File: config.mk
export PLATFORM = sky130hd
export DESIGN_NAME = ysyx_23060337_fetch_ctrl_flat
export DESIGN_NICKNAME = d
export VERILOG_FILES = /design/src/rtl/ysyx_23060337_fetch_ctrl_if.sv /design/src/rtl/ysyx_23060337_fetch_ctrl.sv /design/src/flat_wrapper.sv
export SDC_FILE = /design/constraint.sdc
export NUM_CORES = 1
export LEC_CHECK = 0
export CAP_MARGIN = 20
export CORE_ASPECT_RATIO = 0.9
export CORE_MARGIN = 2
export CORE_UTILIZATION = 47
export CTS_CLUSTER_DIAMETER = 200
export DETAILED_ROUTE_END_ITERATION = 12
export GPL_TIMING_DRIVEN = 0
export PLACE_DENSITY_LB_ADDON = 0.12
export SLEW_MARGIN = 20
export SYNTH_ARGS = -nofsm -noshare
export SYNTH_HDL_FRONTEND = slang
export SYNTH_SLANG_ARGS = --single-unit
File: constraint.sdc
create_clock -name clk -period 5.6 [get_ports clk]
set_input_delay 0.56 -clock clk [delete_from_list [all_inputs] [get_ports clk]]
set_output_delay 0.56 -clock clk [all_outputs]
set_load 0.05 [all_outputs]
File: src/rtl/ysyx_23060337_fetch_ctrl_if.sv
// Fetch controller bus bundle: instruction-memory request/response channels,
// the instruction handoff toward the IDU and the execute-stage redirect.
// master = fetch controller side, slave = memory/IDU/EXU environment side.
interface ysyx_23060337_fetch_ctrl_if;
    logic        imem_req_valid;
    logic        imem_req_ready;
    logic [31:0] imem_req_addr;
    logic        imem_rsp_valid;
    logic [31:0] imem_rsp_data;
    logic        imem_rsp_err;
    logic        inst_valid;
    logic        inst_ready;
    logic [31:0] inst;
    logic [31:0] inst_pc;
    logic        inst_err;
    logic        redirect_valid;
    logic [31:0] redirect_pc;

    modport master (
        output imem_req_valid,
        input  imem_req_ready,
        output imem_req_addr,
        input  imem_rsp_valid,
        input  imem_rsp_data,
        input  imem_rsp_err,
        output inst_valid,
        input  inst_ready,
        output inst,
        output inst_pc,
        output inst_err,
        input  redirect_valid,
        input  redirect_pc
    );

    modport slave (
        input  imem_req_valid,
        output imem_req_ready,
        input  imem_req_addr,
        output imem_rsp_valid,
        output imem_rsp_data,
        output imem_rsp_err,
        input  inst_valid,
        output inst_ready,
        input  inst,
        input  inst_pc,
        input  inst_err,
        output redirect_valid,
        output redirect_pc
    );
endinterface

File: src/rtl/ysyx_23060337_fetch_ctrl.sv
// Multi-cycle instruction fetch controller.
// Owns the PC, issues one word request at a time to instruction memory,
// holds the fetched word for the IDU and follows execute-stage redirects.
// Optional macro YSYX_23060337_FETCH_PERF_EN adds fetch/stall counters.
module ysyx_23060337_fetch_ctrl #(
    parameter logic [31:0] RESET_PC = 32'h8000_0000,
    parameter logic [31:0] NOP_INST = 32'h0000_0013
) (
    input  logic                          clk,
    input  logic                          rst,
    ysyx_23060337_fetch_ctrl_if.master    bus
`ifdef YSYX_23060337_FETCH_PERF_EN
    ,
    output logic [31:0]                   perf_fetch_cnt,
    output logic [31:0]                   perf_stall_cnt
`endif
);

    typedef enum logic [1:0] {
        ST_IDLE = 2'd0,
        ST_REQ  = 2'd1,
        ST_WAIT = 2'd2,
        ST_HOLD = 2'd3
    } state_e;

    state_e      state_q,   state_d;
    logic [31:0] pc_q,      pc_d;
    logic        flush_q,   flush_d;
    logic [31:0] inst_q,    inst_d;
    logic [31:0] inst_pc_q, inst_pc_d;
    logic        inst_err_q, inst_err_d;

    // Redirect targets are word aligned; the low two bits are dropped.
    logic [31:0] redirect_tgt_s;
    assign redirect_tgt_s = {bus.redirect_pc[31:2], 2'b00};

    // Next-state, PC, flush and held-instruction computation.
    always_comb begin
        state_d    = state_q;
        pc_d       = pc_q;
        flush_d    = flush_q;
        inst_d     = inst_q;
        inst_pc_d  = inst_pc_q;
        inst_err_d = inst_err_q;
        case (state_q)
            ST_IDLE: begin
                state_d = ST_REQ;
                if (bus.redirect_valid) begin
                    pc_d = redirect_tgt_s;
                end else begin
                    pc_d = pc_q;
                end
            end
            ST_REQ: begin
                if (bus.imem_req_ready) begin
                    // Request goes out with the current pc; a same-cycle
                    // redirect makes the coming response stale.
                    state_d = ST_WAIT;
                    if (bus.redirect_valid) begin
                        pc_d    = redirect_tgt_s;
                        flush_d = 1'b1;
                    end else begin
                        flush_d = 1'b0;
                    end
                end else if (bus.redirect_valid) begin
                    pc_d = redirect_tgt_s;
                end else begin
                    pc_d = pc_q;
                end
            end
            ST_WAIT: begin
                if (bus.imem_rsp_valid) begin
                    if (bus.redirect_valid) begin
                        pc_d    = redirect_tgt_s;
                        flush_d = 1'b0;
                        state_d = ST_REQ;
                    end else if (flush_q) begin
                        flush_d = 1'b0;
                        state_d = ST_REQ;
                    end else begin
                        inst_d     = bus.imem_rsp_data;
                        inst_pc_d  = pc_q;
                        inst_err_d = bus.imem_rsp_err;
                        state_d    = ST_HOLD;
                    end
                end else if (bus.redirect_valid) begin
                    // Response still owed for the old address: drop it later.
                    pc_d    = redirect_tgt_s;
                    flush_d = 1'b1;
                end else begin
                    state_d = ST_WAIT;
                end
            end
            ST_HOLD: begin
                if (bus.redirect_valid) begin
                    pc_d       = redirect_tgt_s;
                    state_d    = ST_REQ;
                    inst_d     = NOP_INST;
                    inst_err_d = 1'b0;
                end else if (bus.inst_ready) begin
                    pc_d       = pc_q + 32'd4;
                    state_d    = ST_REQ;
                    inst_d     = NOP_INST;
                    inst_err_d = 1'b0;
                end else begin
                    state_d = ST_HOLD;
                end
            end
            default: begin
                state_d    = ST_IDLE;
                flush_d    = 1'b0;
                inst_d     = NOP_INST;
                inst_err_d = 1'b0;
            end
        endcase
    end

    // Controller state registers with asynchronous reset.
    always_ff @(posedge clk or posedge rst) begin
        if (rst) begin
            state_q    <= ST_IDLE;
            pc_q       <= RESET_PC;
            flush_q    <= 1'b0;
            inst_q     <= NOP_INST;
            inst_pc_q  <= RESET_PC;
            inst_err_q <= 1'b0;
        end else begin
            state_q    <= state_d;
            pc_q       <= pc_d;
            flush_q    <= flush_d;
            inst_q     <= inst_d;
            inst_pc_q  <= inst_pc_d;
            inst_err_q <= inst_err_d;
        end
    end

    // Outputs are decoded straight from flops so they follow reset at once.
    assign bus.imem_req_valid = (state_q == ST_REQ);
    assign bus.imem_req_addr  = pc_q;
    assign bus.inst_valid     = (state_q == ST_HOLD);
    assign bus.inst           = inst_q;
    assign bus.inst_pc        = inst_pc_q;
    assign bus.inst_err       = inst_err_q;

`ifdef YSYX_23060337_FETCH_PERF_EN
    logic [31:0] fetch_cnt_q, fetch_cnt_d;
    logic [31:0] stall_cnt_q, stall_cnt_d;

    // Count consumed instructions and cycles spent waiting on memory.
    always_comb begin
        fetch_cnt_d = fetch_cnt_q;
        stall_cnt_d = stall_cnt_q;
        if ((state_q == ST_HOLD) && bus.inst_ready) begin
            fetch_cnt_d = fetch_cnt_q + 32'd1;
        end else begin
            fetch_cnt_d = fetch_cnt_q;
        end
        if ((state_q == ST_WAIT) || ((state_q == ST_REQ) && !bus.imem_req_ready)) begin
            stall_cnt_d = stall_cnt_q + 32'd1;
        end else begin
            stall_cnt_d = stall_cnt_q;
        end
    end

    // Performance counter registers.
    always_ff @(posedge clk or posedge rst) begin
        if (rst) begin
            fetch_cnt_q <= 32'd0;
            stall_cnt_q <= 32'd0;
        end else begin
            fetch_cnt_q <= fetch_cnt_d;
            stall_cnt_q <= stall_cnt_d;
        end
    end

    assign perf_fetch_cnt = fetch_cnt_q;
    assign perf_stall_cnt = stall_cnt_q;
`endif

endmodule

File: src/flat_wrapper.sv
// flat-port wrapper written by rule: the top's interface ports become plain ports
module ysyx_23060337_fetch_ctrl_flat 
#(
    parameter logic [31:0] RESET_PC = 32'h8000_0000,
    parameter logic [31:0] NOP_INST = 32'h0000_0013
)
  (clk, rst, bus_imem_req_valid, bus_imem_req_ready, bus_imem_req_addr, bus_imem_rsp_valid, bus_imem_rsp_data, bus_imem_rsp_err, bus_inst_valid, bus_inst_ready, bus_inst, bus_inst_pc, bus_inst_err, bus_redirect_valid, bus_redirect_pc);
  ysyx_23060337_fetch_ctrl_if bus_i ();
  input  logic clk;
  input  logic rst;
  output wire logic [$bits(bus_i.imem_req_valid)-1:0] bus_imem_req_valid;
  input wire logic [$bits(bus_i.imem_req_ready)-1:0] bus_imem_req_ready;
  output wire logic [$bits(bus_i.imem_req_addr)-1:0] bus_imem_req_addr;
  input wire logic [$bits(bus_i.imem_rsp_valid)-1:0] bus_imem_rsp_valid;
  input wire logic [$bits(bus_i.imem_rsp_data)-1:0] bus_imem_rsp_data;
  input wire logic [$bits(bus_i.imem_rsp_err)-1:0] bus_imem_rsp_err;
  output wire logic [$bits(bus_i.inst_valid)-1:0] bus_inst_valid;
  input wire logic [$bits(bus_i.inst_ready)-1:0] bus_inst_ready;
  output wire logic [$bits(bus_i.inst)-1:0] bus_inst;
  output wire logic [$bits(bus_i.inst_pc)-1:0] bus_inst_pc;
  output wire logic [$bits(bus_i.inst_err)-1:0] bus_inst_err;
  input wire logic [$bits(bus_i.redirect_valid)-1:0] bus_redirect_valid;
  input wire logic [$bits(bus_i.redirect_pc)-1:0] bus_redirect_pc;
  assign bus_imem_req_valid = bus_i.imem_req_valid;
  assign bus_i.imem_req_ready = bus_imem_req_ready;
  assign bus_imem_req_addr = bus_i.imem_req_addr;
  assign bus_i.imem_rsp_valid = bus_imem_rsp_valid;
  assign bus_i.imem_rsp_data = bus_imem_rsp_data;
  assign bus_i.imem_rsp_err = bus_imem_rsp_err;
  assign bus_inst_valid = bus_i.inst_valid;
  assign bus_i.inst_ready = bus_inst_ready;
  assign bus_inst = bus_i.inst;
  assign bus_inst_pc = bus_i.inst_pc;
  assign bus_inst_err = bus_i.inst_err;
  assign bus_i.redirect_valid = bus_redirect_valid;
  assign bus_i.redirect_pc = bus_redirect_pc;
  ysyx_23060337_fetch_ctrl #(.RESET_PC(RESET_PC), .NOP_INST(NOP_INST)) u_core (.clk(clk), .rst(rst), .bus(bus_i));
endmodule
==> results.md <==
* Die width at ~110 µm
* Seq/Total Area, Yosys at 54.6%
* Crit path time final at about 2900 ps
* Setup tns final at 0 ps
* Maximum clock rate at between 300 and 400 MHz
* CP Class: reg2out
* Max incr delay on CP at approximately 840 ps
* Initial antenna violation count at 0
* Post-synth EDFFs at 0
* Seq cells post-synth at 96
* Post-synthesis cell area at between 4000 and 5000 µm²
* Filler instances at 742
* Internal power at 1.59 mW
* Post-synth ARST share at 100%
* CP Launch Point: u_core.state_q[1]
* Cts repair resizes at 0
* Fin crit share at 51.4%
* Row cnt at 33
* Tot Pwr at 3.05 mW
* Final Util at ~70%
* Avg Vias per Cell at roughly 5.5
* Cells after Synth at 489
* Post-Place Cells at 778
* Clk_lat worst skew at around 360 ps
* First-pass GRT wire length at roughly 21000 µm
* FF-to-FF setup slack at approximately 3300 ps
* Post-route ant nets at 0
* Outcome: complete, no violations
* Num ports at 170
* Net Switching at about 1.5 mW
* Max stage delay cell, worst path: clkdlybuf4s50_1
* Startpoint Class: register
* Worst r2r src: u_core.bus.imem_req_addr[2]
* Via count at 4357
* Multi-input gate area at between 1500 and 2000 µm²
* Yosys warnings at 0
* Die height at 95.9 µm
* Switching share of power at about half
* Pwr/cell area at approximately 480 nW/µm²
* Final HPWL DP at roughly 9800 µm
* Crit path to: bus_inst_valid
* Clock Root Buffer: clkbuf_8
* Gr usage total at around a quarter
* Gr ovfl total at 0
* Synth-to-layout area growth at 45.4%
* Share of cells above drive strength 1 at under 10%
* Max Cap Violations at 0
* Initial Util at roughly half
* Num CTS Buffers at 9
* Fin nets at around 740
* N_diodes at 0
* Avg WL per Cell at approximately 17 µm
* Final WL at approximately 13000 µm
* Post-route DRC at 0
* Worst slew margin at 63.9%
* FF-to-FF End: u_core.bus.imem_req_addr[20]
* Final setup viols at 0
* Die area at 10200 µm²
* Final Max Tran Viols at 0
* CTS tree: yes
* Largest net degree at the start of global routing at a little under 80
* Logic pwr share at 52.5%
* Routability Congestion at roughly 0.84
* Crit end category: primary output
* Worst-margin pin slew at around 540 ps
* Vias in the first global route at 4178
* Critical Path Fanout Max at 10
* CP cell instances: clkbuf_1 > nand2_1 > inv_1 > clkdlybuf4s50_1
* Reg2reg path depth at 5
* Layout Skew at around 15 ps
* HP Class: reg2reg
* Initial drt markers at about 280
* CORE AREA at between 9000 and 10000 µm²
* CP required at between 5000 and 6000 ps
* RSZ-0062 raised after global routing: false
* Final cell count without fillers at approximately 790
* Distinct cells, synth at between 40 and 50
* Fin. Hold Viols at 0
* Crit path DAT at ~2300 ps
* First drt pass iteration count at 5
* Leakage power at 2.75 nW
* Flop pwr share at 34.0%
* Syn avg cell area at about 9.0 µm²
* Worst-path clk slew at 90 ps
* Deepest clock path buffer count at 2
* Clock power frac at 13.5%
* Max VDD drop at 0.301 mV
* CTS Sinks at 96
* Top FF cell, synth: dfrtp_1
* FF+latch area at about 2400 µm²
* H-tree levels at 3
* Hold buffer count at cts at 0
* # port buffers at around 160
* Post-CTS setup buffer count at 0
==> synth_stat cells, types with 5 or more instances <==
| master | number | area share (%) |
|---|---|---|
| nand2_1 | 166 | 14 |
| dfrtp_1 | 91 | 52 |
| o21ai_0 | 41 | 4.7 |
| clkbuf_1 | 27 | 2.3 |
| nand3_1 | 14 | 1.6 |
| nor2_1 | 12 | 1.0 |
| or4_1 | 12 | 2.0 |
| inv_1 | 11 | 0.94 |
| o311ai_0 | 10 | 2.0 |
| a31oi_1 | 9 | 1.3 |
| nand4_1 | 9 | 1.3 |
| a22o_1 | 7 | 1.4 |
| o31ai_1 | 6 | 1.0 |
| or2_2 | 6 | 0.85 |
| or3_1 | 6 | 0.85 |
| and4_1 | 5 | 0.99 |
| dfstp_2 | 5 | 3.0 |
| o211ai_1 | 5 | 0.85 |
| xnor2_1 | 5 | 0.99 |
| xor2_1 | 5 | 0.99 |
==> area by class of cell <==
class / instances / area share, %
Sequential cell: 96 / 37.6
Multi-Input combinational cell: 353 / 28.5
Timing Repair Buffer: 164 / 25.9
Tap cell: 122 / 2.38
Buffer: 32 / 2.23
Clock buffer: 11 / 2.21
Inverter: 11 / 0.722
Clock inverter: 4 / 0.488
==> registers in the layout, indices dropped and copies added, names as in the netlist <==
register / count
u_core.state_q: 2
u_core.flush_q: 1
u_core.bus.inst: 32
u_core.bus.inst_err: 1
u_core.bus.inst_pc: 30
u_core.bus.imem_req_addr: 30
==> cell families (layout without fill, tap and decap cells) <==
| family | count (synthesis) | count (layout) | synth area share (%) |
|---|---|---|---|
| AND/OR/NAND/NOR | 247 | 247 | 25.4 |
| flip-flops | 96 | 96 | 54.6 |
| AO/OA/AOI/OAI | 89 | 89 | 12.9 |
| buffers and inverters | 43 | 222 | 4.17 |
| XOR/XNOR | 10 | 10 | 1.99 |
| multiplexers | 2 | 2 | 0.483 |
| adder cells (fa/ha/maj) | 1 | 1 | 0.284 |
| other | 1 | 4 | 0.0851 |
==> power groups by stage <==
stage	clock network [mW]	logic, mW	registers (mW)
after global placement	0	1.58	1.04
after detailed placement	0	1.61	1.05
after global routing	0.447	1.70	1.07
after floorplan	0	0.370	1.70
final	0.411	1.60	1.04
after CTS	0.419	1.61	1.04
==> layer usage <==
metal	vias up	routed length (µm)	track usage [%]	part of all wire [%]
met2	202	6440	44.2	48
met4	0	180	7.35	1.4
met1	2096	5600	35.4	42
li1	2040	-	-	-
met5	-	0	0	0
met3	19	1080	5.55	8.1
==> worst min path at each step <==
stage / start / endpoint / cells after the start
2_1_floorplan: u_core.bus.inst[0] / u_core.bus.inst[0] / 2
3_3_place_gp: u_core.bus.inst_pc[31] / u_core.bus.inst_pc[31] / 2
3_5_place_dp: u_core.bus.inst_pc[31] / u_core.bus.inst_pc[31] / 2
4_1_cts: u_core.bus.inst_pc[31] / u_core.bus.inst_pc[31] / 2
5_1_grt: u_core.bus.inst[4] / u_core.bus.inst[4] / 2
6_report: u_core.bus.inst_pc[31] / u_core.bus.inst_pc[31] / 2
==> stage by stage <==
stage	instance area [µm²]	hold WS [ps]	worst slack, ps
2_1_floorplan	4420	569	2540
3_3_place_gp	6200	446	1110
3_5_place_dp	6240	448	2800
4_1_cts	6410	463	2750
5_1_grt	6410	491	2580
6_report	6410	459	2720
==> critical path: cells and delay by family, from the launching register on <==
| kind | cells | cell delay (ps) |
|---|---|---|
| flip-flops | 1 | 370 |
| AND/OR/NAND/NOR | 1 | 240 |
| buffers and inverters | 3 | 1360 |
==> layout by cell type, fill, tap and decap left out, drive strengths merged, types with 6 or more instances in the layout <==
cell / n
inv: 11
nand2: 166
dfrtp: 91
a31oi: 9
or3: 6
o21ai: 41
or4: 13
o311ai: 10
a22o: 7
clkbuf: 38
o31ai: 6
nand3: 14
clkdlybuf4s50: 163
or2: 6
nand4: 10
nor2: 12
buf: 6
No activity file was read; power rests on OpenSTA's default activity.
